**src/rtl/clk_divider_prog.sv**
```systemverilog
// clk_divider_prog: runtime-programmable 50 % duty clock divider.
// Output frequency is CLK_50M / (2 * N), where N is a half-period count.
// A new N is staged with LOAD into a shadow register. It is committed only
// when the output falls, so every high phase uses a single ratio.
// Optional feature macro: CLKDIV_TICK_EN enables the TICK strobe.
// Without it, TICK is tied low and its register is omitted.
module clk_divider_prog #(
   parameter int          WIDTH        = 25,
   parameter int unsigned DEFAULT_HALF = 25000000
) (
   input  logic             CLK_50M,
   input  logic             nCLR,
   input  logic             EN,
   input  logic             LOAD,
   input  logic [WIDTH-1:0] DIV_HALF,
   output logic             CLK_Out,
   output logic             TICK,
   output logic             PENDING
);

   localparam logic [WIDTH-1:0] RESET_HALF = WIDTH'(DEFAULT_HALF);

   logic [WIDTH-1:0] countQ, countD;
   logic [WIDTH-1:0] activeQ, activeD;
   logic [WIDTH-1:0] shadowQ, shadowD;
   logic             clkOutQ, clkOutD;
   logic             pendingQ, pendingD;
   logic [WIDTH-1:0] divClamped;
   logic [WIDTH-1:0] lastCount;
   logic             toggle;
   logic             commit;

   // A zero request would stall the counter, so it is promoted to the fastest legal ratio.
   assign divClamped = (DIV_HALF == '0) ? WIDTH'(1) : DIV_HALF;

   // The active ratio is never zero, so this subtraction cannot wrap.
   assign lastCount  = activeQ - WIDTH'(1);
   assign toggle     = EN && (countQ == lastCount);

   // Swap ratios only as the output falls. The next high phase then starts cleanly with the new value.
   assign commit     = toggle && clkOutQ && pendingQ;

   // Next-state logic for the counter, output level, ratios and pending flag.
   always_comb begin
      countD   = countQ;
      clkOutD  = clkOutQ;
      activeD  = activeQ;
      shadowD  = shadowQ;
      pendingD = pendingQ;

      if (EN) begin
         if (toggle) begin
            countD  = '0;
            clkOutD = ~clkOutQ;
         end else begin
            countD  = countQ + WIDTH'(1);
         end
      end

      if (commit) begin
         activeD  = shadowQ;
         pendingD = 1'b0;
      end

      // A load on the commit edge wins the flag back. The commit above has already taken the old shadow.
      if (LOAD) begin
         shadowD  = divClamped;
         pendingD = 1'b1;
      end
   end

   // State registers with asynchronous active-low clear.
   always_ff @(posedge CLK_50M or negedge nCLR) begin
      if (!nCLR) begin
         countQ   <= '0;
         clkOutQ  <= 1'b0;
         activeQ  <= RESET_HALF;
         shadowQ  <= RESET_HALF;
         pendingQ <= 1'b0;
      end else begin
         countQ   <= countD;
         clkOutQ  <= clkOutD;
         activeQ  <= activeD;
         shadowQ  <= shadowD;
         pendingQ <= pendingD;
      end
   end

   assign CLK_Out = clkOutQ;
   assign PENDING = pendingQ;

`ifdef CLKDIV_TICK_EN
   logic tickQ, tickD;

   // A rising toggle is a toggle taken while the output is currently low.
   assign tickD = toggle && !clkOutQ;

   // Register the strobe so it lines up with the first high cycle of CLK_Out.
   always_ff @(posedge CLK_50M or negedge nCLR) begin
      if (!nCLR) begin
         tickQ <= 1'b0;
      end else begin
         tickQ <= tickD;
      end
   end

   assign TICK = tickQ;
`else
   assign TICK = 1'b0;
`endif

endmodule

```
**config.mk**
```make
export PLATFORM = sky130hd
export DESIGN_NAME = clk_divider_prog
export DESIGN_NICKNAME = d
export VERILOG_FILES = /design/src/rtl/clk_divider_prog.sv
export SDC_FILE = /design/constraint.sdc
export NUM_CORES = 1
export LEC_CHECK = 0
export ABC_AREA = 1
export CAP_MARGIN = 20
export CORE_MARGIN = 8
export CORE_UTILIZATION = 45
export CTS_CLUSTER_SIZE = 28
export DETAILED_ROUTE_END_ITERATION = 8
export SLEW_MARGIN = 20
export SYNTH_ARGS = -nofsm -noshare
export SYNTH_HDL_FRONTEND = slang
export SYNTH_SLANG_ARGS = --single-unit
```
**constraint.sdc**
```tcl
create_clock -name CLK_50M -period 2.5 [get_ports CLK_50M]
set_clock_uncertainty 0.2 [all_clocks]
set_input_delay 0.375 -clock CLK_50M [delete_from_list [all_inputs] [get_ports CLK_50M]]
set_output_delay 0.375 -clock CLK_50M [all_outputs]
set_load 0.01 [all_outputs]
```
Word level (Yosys, flattened, before mapping)
Index checks and enable logic that the tools add are counted.
{"block": "totals", "output_inout_bits": 3, "wordCells": 19, "register_bits": 77}
{"block": "classes", "eq_ne": 1, "reduce_logical": 6, "n_bitwise": 1, "add_sub_neg": 2, "n_mux": 4}
{"op": "2-to-1 mux 25 bit", "n": 2}
{"op": "adder 25 x 1 -> 25 bit, second input constant", "n": 1}
{"op": "== test 25 bit", "n": 1}
{"op": "logical NOT 25 bit", "n": 1}
{"op": "subtractor 25 x 1 -> 25 bit, second input constant", "n": 1}
{"op": "logical AND 1 bit", "n": 3}
{"op": "2-to-1 mux 1 bit", "n": 2}
{"op": "AND reduction 2 bit", "n": 1}
{"op": "nonzero test 2 bit", "n": 1}
{"op": "NOT 1 bit", "n": 1}

Depth between registers and ports, before layout
Gate-level depths: netlist of the first run.
{"block": "depth", "word_depth": 7, "depth_mapped": 17, "ltp_nobuf": 16}

Least setup slack after synthesis of the first run
Ideal clock, no wire load.
{"block": "synth_path", "kind": "register -> register", "start": "reg activeQ[0]", "end": "reg activeQ[4]", "path_buffers": 1, "required_ns": 2.183, "path_stages_with_launch": 17, "period_less_slack_ns": 2.325, "setup_slack_ns": 0.175, "arrival_time_ns": 2.007, "cell_sequence": "dfrtp_1 -> inv_2 -> ha_1 -> nand2_4 -> nor2_8 -> nand2_2 -> nor2_2 -> nand2_1 -> nand3_2 -> nand2_1 -> nor2_2 -> nand2_2 -> nor2_8 -> nand3_4 -> buf_6 -> nand2_1 -> nand2_1"}
{"block": "synth_via", "elab_chain_len": 5}
{"element": "start: declaration", "line": "24", "rtl": "logic [WIDTH-1:0] activeQ, activeD;"}
{"element": "start signal: assignment", "line": "83", "rtl": "activeQ <= activeD;"}
{"element": "subtractor 25 x 1 -> 25 bit", "line": "37", "rtl": "assign lastCount = activeQ - WIDTH'(1);"}
{"element": "== test 25 bit", "line": "38", "rtl": "assign toggle = EN && (countQ == lastCount);"}
{"element": "logical AND 1 bit", "line": "38"}
{"element": "logical AND 1 bit (2 in series)", "line": "41", "rtl": "assign commit = toggle && clkOutQ && pendingQ;"}
No other way between the ends.
A chain may end at the register's enable or synchronous reset.

Final worst setup path of the first run
{"block": "layout_path", "start": "reg activeQ[1]", "end": "reg activeQ[22]"}
Same word-level chain as after synthesis.

==> metrics.yaml, run 1 <==
maxSlewHeadroom_pct: 54.0
grt_pass1_vias: 4538
crit_type: "flop to flop"
grt_pass1_wl_um: 21700
seqPwrFrac_pct: 51.9
cts_max_level: 3
pwr-share-comb_pct: 16.1
vias_per_cell: 5.04
synth_area_per_cell_um2: 7.26
rr_startpoint: "activeQ[1]"
yosys.area_share.simple_pct: 44.5
rows: 38
wl_per_cell_um: 14.1
syn_inst: 681
crit_chain: "buf_6 -> nor2_4 -> nand2_4 -> nor2_8 -> nand3b_1 -> nand2_1 -> nand2_1 -> nor2_1 -> nand2_1 -> nor2_2 -> nand2_2 -> nor2_8 -> buf_12 -> nand3_2 -> nand2_1 -> nand2_1"
dp_hpwl_um: 9410
ir_drop_uv: 477
initial_core_util_pct: 45.8
post-route-period-util_pct: 99.5
min_period_ps: 2490
power_density_nw_per_um2: 453
syn_to_final_growth_pct: 24.4
synth_common_cells: "264 x nand2_1, 67 x nor2_1, 53 x dfrtp_1"
drive_gt1_share_pct: 23.2
port_buffers: 30
tightest_slew_ps: 686
critPathTopFamily: "simple AND/OR/NAND/NOR gates"
run_status: "finished, final reports clean"
globalRouteTotalUtil_pct: 18.5
leakagePower_nw: 3.09
dieArea_um2: 14600
coreArea_um2: 10800
cp-start-kind: "flop"
worstPathRequired_ps: 2610
drt_first_pass_iters: 5
clk-insertion-delay-late_ps: 370
placedCellCount: 866
final_cells: 906
fmax_mhz: 402
finalSetupTns_ps: 0
final_core_util_pct: 57.0
grt_max_degree: 42
nets: 792
yosys-top-cells-area: "dfrtp_1 27%, nand2_1 20%, dfstp_2 13%"
die_w_um: 121
synth_adder_area_share_pct: 0.506
hold_end: "shadowQ[12]"
drtAntennaViolNets: 0
critPathArrivalTime_ps: 2600
maxSlewViolCount: 0
finalHoldViolations: 0
diodes: 0
rsz0062_at_grt: "true"
rr_endpoint: "activeQ[22]"
cpMaxStageDelayCell: "dfrtp_1"
fill_cells: 1000
ioPinCount: 32
drc: 0
postSynthRegisterBits: 77
synthArstFlopShare_pct: 100
cts_buffers: 9
r2r_slack_ps: 10
cts_root_buffer: "clkbuf_8"
sw_frac_of_total_pct: 30.5
critPathMaxFanout: 7
ys_seq_area_share_pct: 39.6
setup_viol: 0
antenna_found_initial: 0
synth-warning-count: 0
drv_cap: 0
worst_path_largest_cell_delay_ps: 400
synth_top_family_by_area: "simple AND/OR/NAND/NOR gates"
synthXorXnorAreaFrac_pct: 6.68
switching_power_w: 0.000850
hold_path.class: "flop to flop"
synth-main-ff-cell: "dfrtp_1"
synth_compound_area_share_pct: 1.82
synth_mux_area_share_pct: 0
rr_worst_depth: 16
grt-ovfl-total: 0
globalplace.congestion: 0.888
vias: 4568
synth_edf_count: 0
holdWs_ps: 268
clock_path_buffers: 2
cts_tree: "yes"
clk_pin_slew_ps: 80
hp-start: "shadowQ[12]"
synthesis.area_um2: 4950
wl_um: 12800
clkPwrFrac_pct: 32.0
die_h_um: 121
crit_path_end_kind: "flop"
whs_path_depth: 2
drtIter0Drc: 279
crit_top_cell: "nand2_1"
path_buf_inv: 2
yosysTopAreaCell: "dfrtp_1"
yosysUniqueCellTypes: 39
syn_nets: 712
synth_top_area_share_pct: 26.8
intPower_w: 0.00194
post-synth-top-count-cell: "nand2_1"
cts.sinks: 77
[tightest hold or removal path, delay by kind of cell, from the launching register on]
family,cells,cell delay [ps]
and+or+nand+nor,2,90
DFF,1,380
[placed cells by master, fill, tap and decap left out, types with 3 or more instances in the layout]
master | synthesis | routed
dfrtp_1 | 53 | 45
nor2_1 | 67 | 58
nor4_1 | 10 | 10
clkbuf_8 | 0 | 10
inv_2 | 5 | 6
inv_1 | 45 | 44
a21oi_1 | 3 | 3
nor2_8 | 4 | 4
clkdlybuf4s50_1 | 0 | 29
dfrtp_2 | 0 | 8
buf_4 | 5 | 52
nor2_2 | 16 | 15
buf_12 | 0 | 3
nand2_2 | 7 | 18
nand3_2 | 2 | 6
nor3_1 | 10 | 10
nand3_4 | 2 | 3
dfstp_2 | 24 | 24
nand2_1 | 264 | 250
nand4_1 | 37 | 37
nand3_1 | 40 | 38
nand2_4 | 2 | 4
clkinv_1 | 3 | 3
xnor2_1 | 13 | 13
xor2_1 | 22 | 22
nor2_4 | 3 | 13
nand3b_1 | 7 | 7
o21ai_0 | 8 | 8
[how the worst max path moves through the flow]
stage | to | from | cells past startpoint
final | activeQ[22] | activeQ[1] | 16
after floorplan | activeQ[4] | activeQ[0] | 16
after global routing | PENDING | activeQ[1] | 16
after CTS | activeQ[2] | activeQ[5] | 15
after global placement | activeQ[1] | EN | 12
after detailed placement | activeQ[15] | EN | 12
[flip-flops by register name, indices dropped and copies added, names as in the netlist]
signal / count
countQ: 25
shadowQ: 25
CLK_Out: 1
activeQ: 25
PENDING: 1
[area by class of cell]
class	instances	area [µm²]	share of cell area (%)
Clock inverter	5	41.3	0.671
Timing Repair Buffer	87	773	12.6
Multi-Input combinational cell	533	2860	46.4
Tap cell	140	175	2.85
Sequential cell	77	1970	32.0
Inverter	53	199	3.23
Clock buffer	11	141	2.30
[per-layer routing]
layer  global-route usage [%]  share of wire, %
met1                     22.2                44
met4                     5.23               1.4
met3                     5.03               4.9
met2                     31.7                49
met5                        0                 0
[stage by stage]
step                      total power (W)  instance area [µm²]  worst slack [ps]
final                             0.00279                 6160              12.7
after global routing              0.00295                 6160              -149
after CTS                         0.00279                 6060              6.89
after detailed placement          0.00190                 5560              -211
after global placement            0.00188                 5560             -82.8
after floorplan                   0.00171                 4950               175
[timing repair]
item | CTS | global route
buffers inserted | 14 | 6
resized for setup | 29 | 28
hold buffers | 1 | 0
pin swaps | 18 | 20
gates cloned | 4 | 0
setup endpoints to repair | 31 | 50
hold endpoints to repair | 37 | 0
[power by group through the flow]
stage / registers (W) / clock network, W / logic (W)
6_report: 0.00145 / 0.000892 / 0.000450
5_1_grt: 0.00146 / 0.000969 / 0.000513
4_1_cts: 0.00144 / 0.000911 / 0.000441
3_5_place_dp: 0.00146 / 0 / 0.000434
3_3_place_gp: 0.00146 / 0 / 0.000422
2_1_floorplan: 0.00144 / 0 / 0.000270
[kinds of logic (layout without fill, tap and decap cells)]
family / count (synthesis) / count (layout)
AOI/OAI and AO/OA: 16 / 16
xor gates and xnor gates: 36 / 36
adders and majority gates: 2 / 2
buffers and inverters: 74 / 156
DFF: 77 / 77
other: 1 / 1
and+or+nand+nor: 475 / 478
(Power assumes the default switching activity.)
==> run 2: changes to the inputs <==
--- a/config.mk
+++ b/config.mk
@@ -11,6 +11,8 @@
 export CORE_UTILIZATION = 45
 export CTS_CLUSTER_SIZE = 28
 export DETAILED_ROUTE_END_ITERATION = 8
+export MAX_ROUTING_LAYER = met4
+export SKIP_CTS_REPAIR_TIMING = 1
 export SLEW_MARGIN = 20
 export SYNTH_ARGS = -nofsm -noshare
 export SYNTH_HDL_FRONTEND = slang
==> run 2 against run 1 <==
  * Sequential power about the same
  * Die area did not move
  * Total power grew 3.6%
  * Maximum frequency down 0.47%
  * Largest cell class unchanged
  * Largest power group unchanged
==> metrics.yaml, run 2 (synthesized netlist as in run 1, its figures left out) <==
run_status: "finished, final reports clean"
die_w_um: 121  # unchanged
drv_cap: 0  # unchanged
clk_pin_slew_ps: 90  # about the same
clk-insertion-delay-late_ps: 360  # about the same
mostFrequentLayoutCells: "257 x nand2_1, 56 x nor2_1, 46 x dfrtp_1, 44 x inv_1, 41 x buf_4"
coreArea_um2: 10800  # unchanged
min_period_ps: 2500  # +11.7 ps
wl_um: 12800  # -0.13%
ioPinCount: 32  # unchanged
crit_type: "flop to flop"
diodes: 0  # unchanged
nets: 786  # -0.76%
cts_root_buffer: "clkbuf_8"
crit_chain: "nor2_4 -> nand2_4 -> nor2_8 -> nand3_1 -> nand2_1 -> nand2_1 -> nor2_1 -> nand2_1 -> nor2_2 -> nand2_4 -> nor2_8 -> nand3_4 -> nand2_1 -> nand2_1"
cts_tree: "yes"
cts.sinks: 77  # unchanged
final_cell_area_um2: 6190  # +0.51%
drive_gt1_share_pct: 22.0  # -1.3 points
finalHoldViolations: 0  # unchanged
initial_core_util_pct: 45.8  # unchanged
hold_path.class: "flop to flop"
final_common_cell: "nand2_1"
crit_start: "activeQ[2]"
ir_drop_uv: 316  # -34%
holdWs_ps: 263  # -4.45 ps
leakagePower_nw: 3.12  # +0.92%
grt_pass1_wl_um: 21000  # -3.5%
maxSlewViolCount: 0  # unchanged
clock_path_buffers: 2  # unchanged
maxSlewHeadroom_pct: 55.9  # +1.9 points
dp_hpwl_um: 9490  # +0.94%
fmax_mhz: 400  # -0.47%
worstPathRequired_ps: 2560  # -50 ps
wl_per_cell_um: 14.2  # +0.54%
vias_per_cell: 5.08  # +0.73%
dieArea_um2: 14600  # unchanged
drc: 0  # unchanged
finalSetupTns_ps: 0  # unchanged
top_regs: "activeQ (25), countQ (25), shadowQ (25)"
critPathArrivalTime_ps: 2560  # -40 ps
antenna_found_initial: 0  # unchanged
grt_pass1_vias: 4522  # -0.35%
drtAntennaViolNets: 0  # unchanged
cts_max_level: 3  # unchanged
hp-start: "shadowQ[16]"
grt_max_degree: 34  # -19%
drt_first_pass_iters: 4  # -1
cts_buffers: 9  # unchanged
crit_path_end_kind: "flop"
syn_to_final_growth_pct: 25.1
crit_top_cell: "nand2_1"
place_ws_ps: -162  # +49.3 ps
grt-ovfl-total: 0  # unchanged
drtIter0Drc: 204  # -27%
power_density_nw_per_um2: 467  # +3.1%
path_buf_inv: 0  # -2
post-route-period-util_pct: 100  # +0.47 points
rr_startpoint: "activeQ[2]"
rows: 38  # unchanged
vias: 4571  # +0.066%
port_buffers: 30  # unchanged
die_h_um: 121  # unchanged
cpMaxStageDelayCell: "dfrtp_2"
critPathTopFamily: "simple AND/OR/NAND/NOR gates"
cp-start-kind: "flop"
rsz0062_at_grt: "true"
worst_path_largest_cell_delay_ps: 490  # +90 ps
critPathMaxFanout: 12  # +5
dpl_cell_area_um2: 5550  # -0.27%
globalplace.congestion: 0.922  # +3.8%
globalRouteTotalUtil_pct: 18.1  # -0.43 points
setup_viol: 0  # unchanged
fill_cells: 1032  # +3.2%
tightest_slew_ps: 657  # -28.9 ps
layout_setup_ws_ps: 1.00  # -11.7 ps
-- run 2: metrics by stage --
stage	cells	power, W	utilization [%]
finish	900	0.00289	57.3
global placement	864	0.00187	51.4
CTS	880	0.00288	53.3
floorplan	681	0.00171	-
global route	900	0.00304	57.3
detailed placement	864	0.00189	51.4
-- run 2: cell type report --
class / instances / area, µm² / area share, %
sequential: 77 / 1970 / 31.8
clock inverter: 5 / 61.3 / 0.991
clock buffer: 11 / 141 / 2.29
tap: 140 / 175 / 2.83
inverter: 53 / 199 / 3.22
multi-input combinational: 533 / 2870 / 46.3
timing repair buffer: 81 / 779 / 12.6
-- run 2: power by group --
part           switching [W]  internal, W  total, W
clock network       0.000494     0.000493  0.000987
logic               0.000259     0.000196  0.000455
registers           0.000101      0.00135   0.00145
-- run 2: final timing paths --
check                              end  slack (ps)  cells after the start
min in group asynchronous   shadowQ[3]         300                      2
max                         activeQ[1]           1                     14
max reg2reg                 activeQ[1]           1                     14
min                        shadowQ[16]         260                      2
max in group asynchronous  activeQ[11]        1090                      3
min reg2reg                shadowQ[16]         260                      2
-- run 2: metal layers --
metal	track usage [%]	vias to the layer above	share of wire (%)
li1	-	2331	-
met1	22.3	2127	46
met2	29.5	91	49
met3	2.23	22	3.0
met4	7.42	0	2.2
met5	-	-	0
-- run 2: worst register-to-register path, cell delays in order, from the launching register on --
cell and delay [ps]:
dfrtp_2 490, nor2_4 170, nand2_4 110, nor2_8 160
nand3_1 120, nand2_1 120, nand2_1 60, nor2_1 90
nand2_1 70, nor2_2 130, nand2_4 100, nor2_8 240
nand3_4 190, nand2_1 100, nand2_1 50
